`config.mk`:
```
export PLATFORM = sky130hd
export DESIGN_NAME = data_memory_arbiter_flat
export DESIGN_NICKNAME = d
export VERILOG_FILES = /design/src/rtl/data_memory_arbiter_pkg.sv /design/src/rtl/data_memory_arbiter_if.sv /design/src/rtl/data_memory_arbiter_rr_arbiter2.sv /design/src/rtl/data_memory_arbiter.sv /design/src/flat_wrapper.sv
export SDC_FILE = /design/constraint.sdc
export NUM_CORES = 1
export LEC_CHECK = 0
export CELL_PAD_IN_SITES_DETAIL_PLACEMENT = 0
export CELL_PAD_IN_SITES_GLOBAL_PLACEMENT = 2
export CORE_MARGIN = 2
export CORE_UTILIZATION = 14
export CTS_CLUSTER_DIAMETER = 50
export DETAILED_ROUTE_END_ITERATION = 6
export GPL_TIMING_DRIVEN = 0
export MAX_ROUTING_LAYER = met4
export PLACE_DENSITY = 0.86
export SYNTH_ARGS = -nofsm -noshare
export SYNTH_HDL_FRONTEND = slang
export SYNTH_SLANG_ARGS = --single-unit
```
`constraint.sdc`:
```
create_clock -name clk -period 1.6 [get_ports clk]
set_input_delay 0.24 -clock clk [delete_from_list [all_inputs] [get_ports clk]]
set_output_delay 0.24 -clock clk [all_outputs]
set_load 0.1 [all_outputs]
```
`src/rtl/data_memory_arbiter_pkg.sv`:
```
// Shared constants for the data memory arbiter: bus widths, FSM state
// encoding and requester ids.
package data_memory_arbiter_pkg;

    localparam int unsigned MEM_SIZE_DEF = 262144;
    localparam int          BIT_NUMBER   = 32;
    localparam int          VECTOR_SIZE  = 64;

    localparam logic [1:0] ST_IDLE   = 2'd0;
    localparam logic [1:0] ST_ACCESS = 2'd1;
    localparam logic [1:0] ST_RESP   = 2'd2;

    localparam logic REQ_LSU  = 1'b0;
    localparam logic REQ_VLSU = 1'b1;

    // Unsigned full-width range check of a word address.
    function automatic logic addr_in_range(input logic [BIT_NUMBER-1:0] addr,
                                           input logic [BIT_NUMBER-1:0] limit);
        return addr < limit;
    endfunction

endpackage

```
`src/rtl/data_memory_arbiter_if.sv`:
```
// Requester, response and memory-pin bundle of the data memory arbiter.
// Handshake: a requester raises reqN_valid with stable fields and holds them
// until reqN_ready is 1 in the same cycle; that cycle is the acceptance.
// rspN_valid is a one-cycle pulse qualifying rsp_rdata and rsp_error.
interface data_memory_arbiter_if;
    import data_memory_arbiter_pkg::*;

    logic                   req0_valid;
    logic                   req0_write;
    logic [BIT_NUMBER-1:0]  req0_address;
    logic [VECTOR_SIZE-1:0] req0_wdata;
    logic                   req0_ready;

    logic                   req1_valid;
    logic                   req1_write;
    logic [BIT_NUMBER-1:0]  req1_address;
    logic [VECTOR_SIZE-1:0] req1_wdata;
    logic                   req1_ready;

    logic                   rsp0_valid;
    logic                   rsp1_valid;
    logic [VECTOR_SIZE-1:0] rsp_rdata;
    logic                   rsp_error;

    logic                   mem_enable;
    logic                   mem_write_enable;
    logic [BIT_NUMBER-1:0]  mem_address;
    logic [VECTOR_SIZE-1:0] mem_data_in;
    logic [VECTOR_SIZE-1:0] mem_data_out;

    modport slave (
        input  req0_valid, req0_write, req0_address, req0_wdata,
        input  req1_valid, req1_write, req1_address, req1_wdata,
        input  mem_data_out,
        output req0_ready, req1_ready,
        output rsp0_valid, rsp1_valid, rsp_rdata, rsp_error,
        output mem_enable, mem_write_enable, mem_address, mem_data_in
    );

    modport master (
        output req0_valid, req0_write, req0_address, req0_wdata,
        output req1_valid, req1_write, req1_address, req1_wdata,
        output mem_data_out,
        input  req0_ready, req1_ready,
        input  rsp0_valid, rsp1_valid, rsp_rdata, rsp_error,
        input  mem_enable, mem_write_enable, mem_address, mem_data_in
    );

endinterface

```
`src/rtl/data_memory_arbiter_rr_arbiter2.sv`:
```
// Two-way round-robin pick. The pointer names the requester that wins a tie;
// after every grant it moves to the requester that did not win.
module rr_arbiter2 (
    input  logic       clk,
    input  logic       reset,
    input  logic       enable,
    input  logic [1:0] valid,
    output logic       grant,
    output logic       grant_id
);

    logic ptr_q;
    logic ptr_d;

    // Pick a winner among the valid requesters, tie broken by the pointer.
    always_comb begin
        grant    = enable && (valid != 2'b00);
        grant_id = 1'b0;
        if (valid == 2'b11) begin
            grant_id = ptr_q;
        end else if (valid[1]) begin
            grant_id = 1'b1;
        end
        ptr_d = grant ? ~grant_id : ptr_q;
    end

    // Priority pointer register.
    always_ff @(posedge clk or negedge reset) begin
        if (!reset) begin
            ptr_q <= 1'b0;
        end else begin
            ptr_q <= ptr_d;
        end
    end

endmodule

```
`src/rtl/data_memory_arbiter.sv`:
```
// Shares one single-port data memory between the scalar LSU (requester 0)
// and the vector LSU (requester 1). One transaction every three cycles:
// IDLE (accept) -> ACCESS (memory pins driven) -> RESP (response pulse).
module data_memory_arbiter
    import data_memory_arbiter_pkg::*;
#(
    parameter int unsigned MEM_SIZE = MEM_SIZE_DEF
) (
    input  logic                  clk,
    input  logic                  reset,
    data_memory_arbiter_if.slave  bus,
    output logic [1:0]            state_dbg
);

    localparam logic [BIT_NUMBER-1:0] MEM_LIMIT = BIT_NUMBER'(MEM_SIZE);

    logic [1:0]             state_q, state_d;
    logic                   write_q, write_d;
    logic                   id_q, id_d;
    logic                   err_q, err_d;
    logic                   mem_en_q, mem_en_d;
    logic                   mem_we_q, mem_we_d;
    logic [BIT_NUMBER-1:0]  mem_addr_q, mem_addr_d;
    logic [VECTOR_SIZE-1:0] mem_din_q, mem_din_d;

    logic                   arb_enable;
    logic                   grant;
    logic                   grant_id;
    logic                   sel_write;
    logic [BIT_NUMBER-1:0]  sel_addr;
    logic [VECTOR_SIZE-1:0] sel_wdata;
    logic                   sel_in_range;

    // Ready must read 0 while reset is held, even though IDLE is the reset state.
    assign arb_enable = (state_q == ST_IDLE) && reset;

    rr_arbiter2 u_arb (
        .clk      (clk),
        .reset    (reset),
        .enable   (arb_enable),
        .valid    ({bus.req1_valid, bus.req0_valid}),
        .grant    (grant),
        .grant_id (grant_id)
    );

    // Route the winning requester's fields and classify its address.
    always_comb begin
        sel_write    = (grant_id == REQ_VLSU) ? bus.req1_write   : bus.req0_write;
        sel_addr     = (grant_id == REQ_VLSU) ? bus.req1_address : bus.req0_address;
        sel_wdata    = (grant_id == REQ_VLSU) ? bus.req1_wdata   : bus.req0_wdata;
        sel_in_range = addr_in_range(sel_addr, MEM_LIMIT);
    end

    // Next-state logic; memory pins are computed at acceptance so that the
    // registered copies are live exactly during ACCESS.
    always_comb begin
        state_d    = state_q;
        write_d    = write_q;
        id_d       = id_q;
        err_d      = err_q;
        mem_en_d   = 1'b0;
        mem_we_d   = 1'b0;
        mem_addr_d = '0;
        mem_din_d  = '0;
        case (state_q)
            ST_IDLE: begin
                if (grant) begin
                    write_d = sel_write;
                    id_d    = grant_id;
                    err_d   = !sel_in_range;
                    if (sel_in_range) begin
                        mem_en_d   = 1'b1;
                        mem_we_d   = sel_write;
                        mem_addr_d = sel_addr;
                        mem_din_d  = sel_wdata;
                    end
                    state_d = ST_ACCESS;
                end
            end
            ST_ACCESS: state_d = ST_RESP;
            ST_RESP:   state_d = ST_IDLE;
            default:   state_d = ST_IDLE;
        endcase
    end

    // State, latched request and registered memory pins.
    always_ff @(posedge clk or negedge reset) begin
        if (!reset) begin
            state_q    <= ST_IDLE;
            write_q    <= 1'b0;
            id_q       <= 1'b0;
            err_q      <= 1'b0;
            mem_en_q   <= 1'b0;
            mem_we_q   <= 1'b0;
            mem_addr_q <= '0;
            mem_din_q  <= '0;
        end else begin
            state_q    <= state_d;
            write_q    <= write_d;
            id_q       <= id_d;
            err_q      <= err_d;
            mem_en_q   <= mem_en_d;
            mem_we_q   <= mem_we_d;
            mem_addr_q <= mem_addr_d;
            mem_din_q  <= mem_din_d;
        end
    end

    assign bus.req0_ready       = grant && (grant_id == REQ_LSU);
    assign bus.req1_ready       = grant && (grant_id == REQ_VLSU);
    assign bus.rsp0_valid       = (state_q == ST_RESP) && (id_q == REQ_LSU);
    assign bus.rsp1_valid       = (state_q == ST_RESP) && (id_q == REQ_VLSU);
    assign bus.rsp_error        = (state_q == ST_RESP) && err_q;
    assign bus.rsp_rdata        = ((state_q == ST_RESP) && !write_q && !err_q) ?
                                  bus.mem_data_out : '0;
    assign bus.mem_enable       = mem_en_q;
    assign bus.mem_write_enable = mem_we_q;
    assign bus.mem_address      = mem_addr_q;
    assign bus.mem_data_in      = mem_din_q;
    assign state_dbg            = state_q;

endmodule
```
`src/flat_wrapper.sv`:
```
// flat-port wrapper written by rule: the top's interface ports become plain ports
module data_memory_arbiter_flat import data_memory_arbiter_pkg::*;
#(
    parameter int unsigned MEM_SIZE = MEM_SIZE_DEF
)
  (clk, reset, state_dbg, bus_req0_valid, bus_req0_write, bus_req0_address, bus_req0_wdata, bus_req1_valid, bus_req1_write, bus_req1_address, bus_req1_wdata, bus_mem_data_out, bus_req0_ready, bus_req1_ready, bus_rsp0_valid, bus_rsp1_valid, bus_rsp_rdata, bus_rsp_error, bus_mem_enable, bus_mem_write_enable, bus_mem_address, bus_mem_data_in);
  data_memory_arbiter_if bus_i ();
  input  logic clk;
  input  logic reset;
  output logic [1:0] state_dbg;
  input wire logic [$bits(bus_i.req0_valid)-1:0] bus_req0_valid;
  input wire logic [$bits(bus_i.req0_write)-1:0] bus_req0_write;
  input wire logic [$bits(bus_i.req0_address)-1:0] bus_req0_address;
  input wire logic [$bits(bus_i.req0_wdata)-1:0] bus_req0_wdata;
  input wire logic [$bits(bus_i.req1_valid)-1:0] bus_req1_valid;
  input wire logic [$bits(bus_i.req1_write)-1:0] bus_req1_write;
  input wire logic [$bits(bus_i.req1_address)-1:0] bus_req1_address;
  input wire logic [$bits(bus_i.req1_wdata)-1:0] bus_req1_wdata;
  input wire logic [$bits(bus_i.mem_data_out)-1:0] bus_mem_data_out;
  output wire logic [$bits(bus_i.req0_ready)-1:0] bus_req0_ready;
  output wire logic [$bits(bus_i.req1_ready)-1:0] bus_req1_ready;
  output wire logic [$bits(bus_i.rsp0_valid)-1:0] bus_rsp0_valid;
  output wire logic [$bits(bus_i.rsp1_valid)-1:0] bus_rsp1_valid;
  output wire logic [$bits(bus_i.rsp_rdata)-1:0] bus_rsp_rdata;
  output wire logic [$bits(bus_i.rsp_error)-1:0] bus_rsp_error;
  output wire logic [$bits(bus_i.mem_enable)-1:0] bus_mem_enable;
  output wire logic [$bits(bus_i.mem_write_enable)-1:0] bus_mem_write_enable;
  output wire logic [$bits(bus_i.mem_address)-1:0] bus_mem_address;
  output wire logic [$bits(bus_i.mem_data_in)-1:0] bus_mem_data_in;
  assign bus_i.req0_valid = bus_req0_valid;
  assign bus_i.req0_write = bus_req0_write;
  assign bus_i.req0_address = bus_req0_address;
  assign bus_i.req0_wdata = bus_req0_wdata;
  assign bus_i.req1_valid = bus_req1_valid;
  assign bus_i.req1_write = bus_req1_write;
  assign bus_i.req1_address = bus_req1_address;
  assign bus_i.req1_wdata = bus_req1_wdata;
  assign bus_i.mem_data_out = bus_mem_data_out;
  assign bus_req0_ready = bus_i.req0_ready;
  assign bus_req1_ready = bus_i.req1_ready;
  assign bus_rsp0_valid = bus_i.rsp0_valid;
  assign bus_rsp1_valid = bus_i.rsp1_valid;
  assign bus_rsp_rdata = bus_i.rsp_rdata;
  assign bus_rsp_error = bus_i.rsp_error;
  assign bus_mem_enable = bus_i.mem_enable;
  assign bus_mem_write_enable = bus_i.mem_write_enable;
  assign bus_mem_address = bus_i.mem_address;
  assign bus_mem_data_in = bus_i.mem_data_in;
  data_memory_arbiter #(.MEM_SIZE(MEM_SIZE)) u_core (.clk(clk), .reset(reset), .bus(bus_i), .state_dbg(state_dbg));
endmodule
```
==> impl_metrics.py, run 1 <==
metrics = {
    "timing": {
        "fmax_mhz": 466,
        "drv_slew": 0,
        "period_needed_ps": 2140,
        "timing.hold.ws_ps": 412,
        "tns_ps": -65840,
        "finalSetupViolations": 156,
        "hold_violations": 0,
        "worst_slack_ps": -545,
        "finalCritPeriodShare": 1.34,
        "rsz0062_at_grt": "true",
        "maxSlewHeadroom": 0.556,
        "finClkSkew_ps": 14.4,
        "worstMarginPinSlew_ps": 666,
    },
    "critical_path": {
        "critPathRequiredTime_ps": 1360,
        "critPathKind": "register to primary output",
        "arrival_ps": 1900,
        "critPathCaptureType": "primary output",
        "crit_fanout": 3,
        "worst_setup_path_start_kind": "register",
        "r2r_slack_ps": -520,
    },
    "drt": {
        "routed_wl_um": 27100,
        "route.met3.wl_um": 2310,
        "highest-signal-layer": "met4",
        "dr_wl_met2_um": 14200,
        "vias": 5352,
        "first_iter_violations": 170,
        "post_drt_via_cell_ratio": 3.73,
        "drc_errors": 0,
        "wl_met1_um": 10100,
        "wl_per_cell_um": 18.9,
        "ant_nets": 0,
        "first_pass_iters": 4,
    },
    "placement": {
        "post-place-ws_ps": -1710,
        "port_buffers": 430,
        "dpl_cell_area_um2": 9800,
        "placed_cells": 1372,
        "hpwl_um": 19300,
        "gp_congestion": 0.806,
    },
    "clock_tree": {
        "cts-buffers-inserted": 9,
        "cts_tree": "done",
        "clk_pin_slew_ps": 90,
        "clockBufferDepth": 2,
        "insertion_delay_ps": 370,
        "htreeDepth": 3,
        "cts_root_buf": "clkbuf_16",
        "cts.sinks": 104,
    },
    "floorplan": {
        "start_util": 0.142,
        "die_w_um": 185,
        "die_y_um": 185,
        "row_count": 66,
        "core_area_um2": 32400,
        "dieArea_um2": 34200,
        "ioPinCount": 431,
    },
    "finish": {
        "fin_nets": 1246,
        "post-route-util": 0.373,
        "finalInstanceArea_um2": 12100,
        "stdcell_count": 1436,
        "drive_gt1_frac": 0.421,
        "nFillCells": 3199,
        "syn2layout_area_growth_pct": 163,
    },
    "grt": {
        "gr-total-overflow": 0,
        "track_usage": 0.157,
        "antenna_found_initial": 6,
        "grt_pass1_wl_um": 37400,
        "grt_pass1_vias": 5761,
        "grt_max_degree": 42,
    },
    "run_status": {
        "violations": "negative setup slack",
        "status": "finished, violations left",
    },
    "synth": {
        "ys_ff_latch": 104,
        "ys_types": 25,
        "async_reset_ff_frac": 1.00,
        "synth_edf_count": 0,
        "synth_area_per_cell_um2": 9.46,
        "syn_inst": 485,
        "synth_warnings": 0,
        "ys.flop_type": "dfrtp_1",
        "ys_seq_area_frac": 0.567,
        "syn_area_um2": 4590,
    },
    "power": {
        "p_leak_nw": 4.99,
        "cellPowerDensity_nw_per_um2": 569,
        "peakVddDrop_v": 0.000365,
        "p_total_mw": 6.87,
    },
    "job": {
        "drv_cap": 0,
    },
    "hold_path": {
        "hold_class": "input port to register",
    },
}
==> routing by layer <==
| metal | up-vias | GRT usage |
|---|---|---|
| li1 | 2540 | - |
| met2 | 251 | 0.286 |
| met1 | 2540 | 0.165 |
| met4 | 0 | 0.0425 |
| met3 | 21 | 0.0466 |
| met5 | - | - |
==> state kept, by name, summed over array words and instances, names as in the netlist <==
| name | cells |
|---|---|
| u_core.bus.mem_address | 32 |
| u_core.bus.mem_data_in | 64 |
| u_core.bus.mem_enable | 1 |
| u_core.bus.mem_write_enable | 1 |
| u_core.err_q | 1 |
| u_core.id_q | 1 |
| u_core.state_dbg | 2 |
| u_core.u_arb.ptr_q | 1 |
| u_core.write_q | 1 |
==> cell families (layout without fill, tap and decap cells) <==
| group | after synthesis | count (layout) | synth area share |
|---|---|---|---|
| buffers and inverters | 39 | 529 | 0.0409 |
| AND/OR/NAND/NOR | 249 | 249 | 0.246 |
| flip-flops | 104 | 104 | 0.567 |
| other | 1 | 19 | 0.000817 |
| multiplexers | 1 | 1 | 0.00218 |
| AO/OA/AOI/OAI | 91 | 92 | 0.143 |
==> worst paths after layout <==
| check | depth (start not counted) | endpoint | from |
|---|---|---|---|
| setup / recovery | 4 | bus_req1_ready | u_core.state_dbg[0]$_DFFE_PN0P_ |
| min in group asynchronous | 4 | u_core.bus.mem_address[24]$_DFF_PN0_ | reset |
| setup reg to reg | 7 | u_core.bus.mem_data_in[59]$_DFF_PN0_ | u_core.state_dbg[0]$_DFFE_PN0P_ |
| hold / removal | 3 | u_core.bus.mem_address[11]$_DFF_PN0_ | bus_req1_address[11] |
| max in group asynchronous | 3 | u_core.bus.mem_data_in[10]$_DFF_PN0_ | reset |
| hold reg to reg | 1 | u_core.err_q$_DFFE_PN0P_ | u_core.err_q$_DFFE_PN0P_ |
==> Yosys cell counts (2+ instances only) <==
master | count | area [µm²]
nand2_1 | 164 | 616
dfrtp_1 | 104 | 2600
and2_1 | 64 | 400
a21oi_2 | 50 | 438
a21oi_1 | 35 | 175
clkbuf_1 | 26 | 97.6
nor2_1 | 9 | 33.8
inv_1 | 6 | 22.5
nor4_1 | 6 | 37.5
buf_6 | 5 | 56.3
o21ai_0 | 2 | 10.0
==> repair_timing <==
item,4_1_cts,5_1_grt
pin swaps,6,5
endpoints found under the hold margin,41,0
setup endpoints to repair,258,158
cloned,14,3
hold buffers,6,0
gates resized for setup,1034,23
setup buffers,22,3
==> worst max-delay path, cell delays in order (launching register included) <==
cell        delay (ps)
dfrtp_4            490
or3b_4             440
a211o_4            320
clkinvlp_4         110
buf_12             170
==> where the power goes <==
part | internal (mW) | total, mW | switching (mW) | leakage (nW)
sequential | 2.67 | 2.71 | 0.0356 | 1.40
clock | 1.18 | 2.35 | 1.18 | 0.146
combinational | 0.881 | 1.81 | 0.927 | 3.44
==> placed cells by master (no fill, tap or decap), drive strengths merged, types with 2 or more instances in the layout <==
master         instances
o21ai                  2
conb                  14
a2bb2oi                2
and2                  64
clkdlybuf4s50        259
diode                  5
clkinvlp               2
a21oi                 85
clkdlybuf4s15         98
nor2                   9
nor4                   6
buf                  117
inv                    9
clkbuf                38
nand2                164
dfrtp                104
dlygate4sd3            3
==> area by class of cell <==
cell class	count	area, µm²	area share
Antenna cell	5	12.5	0.00104
Buffer	31	364	0.0302
Clock buffer	11	253	0.0209
Clock inverter	5	47.5	0.00394
Inverter	7	30.0	0.00249
Multi-Input combinational cell	356	2360	0.196
Sequential cell	104	2610	0.216
Tap cell	442	553	0.0458
Timing Repair Buffer	475	5830	0.483
Power figures use the tool's default switching activity.
==> inputs of run 2 (changes only) <==
--- a/config.mk
+++ b/config.mk
@@ -17,3 +17,4 @@
 export SYNTH_ARGS = -nofsm -noshare
 export SYNTH_HDL_FRONTEND = slang
 export SYNTH_SLANG_ARGS = --single-unit
+export TNS_END_PERCENT = 50
==> run 2 against run 1 <==
  * The flow finishes with violations (negative hold slack, negative setup slack)
  * Clock-buffer cell count fell by 1
  * Non-clock buffer count is 9 lower
  * Final area down 5.5%
  * Sequential power hardly changed
  * Die area stayed put
  * Power shrank 2.2%
==> impl_metrics.py, run 2 (synthesized netlist as in run 1, its figures left out) <==
metrics = {
    "finish": {
        "nFillCells": 3293,
        "post-route-util": 0.352,
        "most-common-layout-cells": "259 x clkdlybuf4s50_1, 164 x nand2_1, 102 x dfrtp_1, 83 x clkbuf_2, 81 x buf_12",
        "stdcell_count": 1421,
        "drive_gt1_frac": 0.405,
        "syn2layout_area_growth_pct": 149,
        "largest_reg_flops": 64,
        "fin_nets": 1236,
        "mostFrequentLayoutCell": "clkdlybuf4s50_1",
    },
    "power": {
        "peakVddDrop_v": 0.000423,
        "cellPowerDensity_nw_per_um2": 589,
        "p_leak_nw": 4.97,
    },
    "critical_path": {
        "r2r_end": "u_core.bus.mem_data_in[50]$_DFF_PN0_",
        "critPathKind": "register to primary output",
        "reg2regPathDepth": 7,
        "crit_fanout": 5,
        "startpoint": "u_core.state_dbg[0]$_DFFE_PN0P_",
        "regToRegStartpoint": "u_core.state_dbg[0]$_DFFE_PN0P_",
        "critPathCaptureType": "primary output",
        "arrival_ps": 1890,
        "critPathRequiredTime_ps": 1360,
        "r2r_slack_ps": -510,
        "endpoint": "bus_rsp_rdata[47]",
        "worst_setup_path_start_kind": "register",
    },
    "floorplan": {
        "start_util": 0.142,
        "core_area_um2": 32400,
        "row_count": 66,
        "ioPinCount": 431,
        "die_w_um": 185,
        "die_y_um": 185,
        "dieArea_um2": 34200,
    },
    "hold_path": {
        "hold_class": "input port to asynchronous set/reset pin",
    },
    "grt": {
        "grt_max_degree": 58,
        "grt_pass1_wl_um": 37000,
        "antenna_found_initial": 1,
        "track_usage": 0.156,
        "grt_pass1_vias": 5637,
        "gr-total-overflow": 0,
    },
    "timing": {
        "maxSlewHeadroom": 0.584,
        "rsz0062_at_grt": "true",
        "drv_slew": 0,
        "finalSetupViolations": 155,
        "timing.hold.ws_ps": -173,
        "worstMarginPinSlew_ps": 627,
        "finClkSkew_ps": 13.4,
        "finalCritPeriodShare": 1.33,
        "worst_slack_ps": -530,
        "fmax_mhz": 470,
        "period_needed_ps": 2130,
        "hold_violations": 47,
    },
    "clock_tree": {
        "clk_pin_slew_ps": 70,
        "cts.sinks": 104,
        "insertion_delay_ps": 360,
        "cts_root_buf": "clkbuf_16",
        "htreeDepth": 3,
        "cts_tree": "done",
        "clockBufferDepth": 2,
        "cts-buffers-inserted": 9,
    },
    "drt": {
        "post_drt_via_cell_ratio": 3.70,
        "ant_nets": 0,
        "routed_wl_um": 27000,
        "vias": 5254,
        "first_iter_violations": 136,
        "drc_errors": 0,
        "first_pass_iters": 4,
        "wl_per_cell_um": 19.0,
    },
    "placement": {
        "port_buffers": 430,
        "gp_congestion": 0.804,
        "hpwl_um": 20200,
        "placed_cells": 1371,
    },
    "run_status": {
        "status": "finished, violations left",
        "violations": "negative hold slack, negative setup slack",
    },
    "job": {
        "drv_cap": 0,
    },
}
[run 2: changes by cell type in the layout (fill, tap and decap cells not counted), moves of 2 or more]
cell,change
inv_8,-2
clkbuf_2,+75
dlygate4sd3_1,-3
a21oi_1,+11
clkbuf_16,+2
diode_2,-4
clkdlybuf4s15_2,-75
a21oi_2,-10
buf_6,-2
buf_8,-4
clkbuf_4,-2
[run 2: routing by layer]
metal	vias to the layer above	GRT usage	share of wire
li1	2510	-	-
met1	2463	0.162	0.36
met2	253	0.281	0.53
met3	28	0.0378	0.077
met4	0	0.0686	0.038
met5	-	-	0
[run 2: timing repair]
action	CTS	global route
buffers inserted	10	8
cloned	14	3
pin swaps	43	22
resized for setup	862	183
endpoints found under the setup margin	257	232
hold endpoints to repair	47	47
[run 2: worst max-delay path: stages, from the launching register on]
cell and delay (ps):
dfrtp_4 490, nand2b_4 160, nor3_4 140, buf_12 150, clkbuf_16 150, clkbuf_16 130
and2_4 150, buf_12 170
[run 2: layout make-up]
type / instances / area (µm²) / area share
plain buffers: 32 / 417 / 0.0365
flip-flops and latches: 104 / 2610 / 0.229
repair buffers: 465 / 5230 / 0.458
clock inverters: 5 / 58.8 / 0.00516
well taps: 442 / 553 / 0.0485
clock buffers: 10 / 229 / 0.0201
inverters: 7 / 28.8 / 0.00252
diodes: 1 / 2.50 / 0.000219
multi-input cells: 355 / 2280 / 0.200
[run 2: worst min-delay path by stage]
| stage | start | endpoint | slack, ps | depth (start not counted) |
|---|---|---|---|---|
| after floorplan | reset | u_core.bus.mem_address[0]$_DFF_PN0_ | -60 | 0 |
| after global placement | u_core.state_dbg[1]$_DFFE_PN0P_ | u_core.state_dbg[1]$_DFFE_PN0P_ | 460 | 1 |
| after detailed placement | reset | u_core.bus.mem_data_in[20]$_DFF_PN0_ | 240 | 1 |
| after CTS | reset | u_core.bus.mem_data_in[20]$_DFF_PN0_ | -160 | 1 |
| after global routing | reset | u_core.bus.mem_data_in[20]$_DFF_PN0_ | -140 | 1 |
| final | reset | u_core.bus.mem_address[19]$_DFF_PN0_ | -170 | 1 |
[run 2: metrics by stage]
| stage | setup slack (ps) | TNS (ps) | power [mW] | cell area, µm² |
|---|---|---|---|---|
| after global routing | -599 | -75830 | 7.04 | 11400 |
| final | -530 | -66550 | 6.72 | 11400 |
| after floorplan | -1040 | -153140 | 3.37 | 4680 |
| after CTS | -630 | -109730 | 6.81 | 11600 |
| after global placement | -5660 | -1019300 | 4.30 | 9540 |
| after detailed placement | -2300 | -252160 | 4.32 | 9570 |
[run 2: where the power goes]
group | total [mW] | leakage (nW) | internal, mW | switching, mW
Clock | 2.30 | 0.135 | 1.21 | 1.09
Sequential | 2.71 | 1.40 | 2.67 | 0.0367
Combinational | 1.71 | 3.44 | 0.821 | 0.893
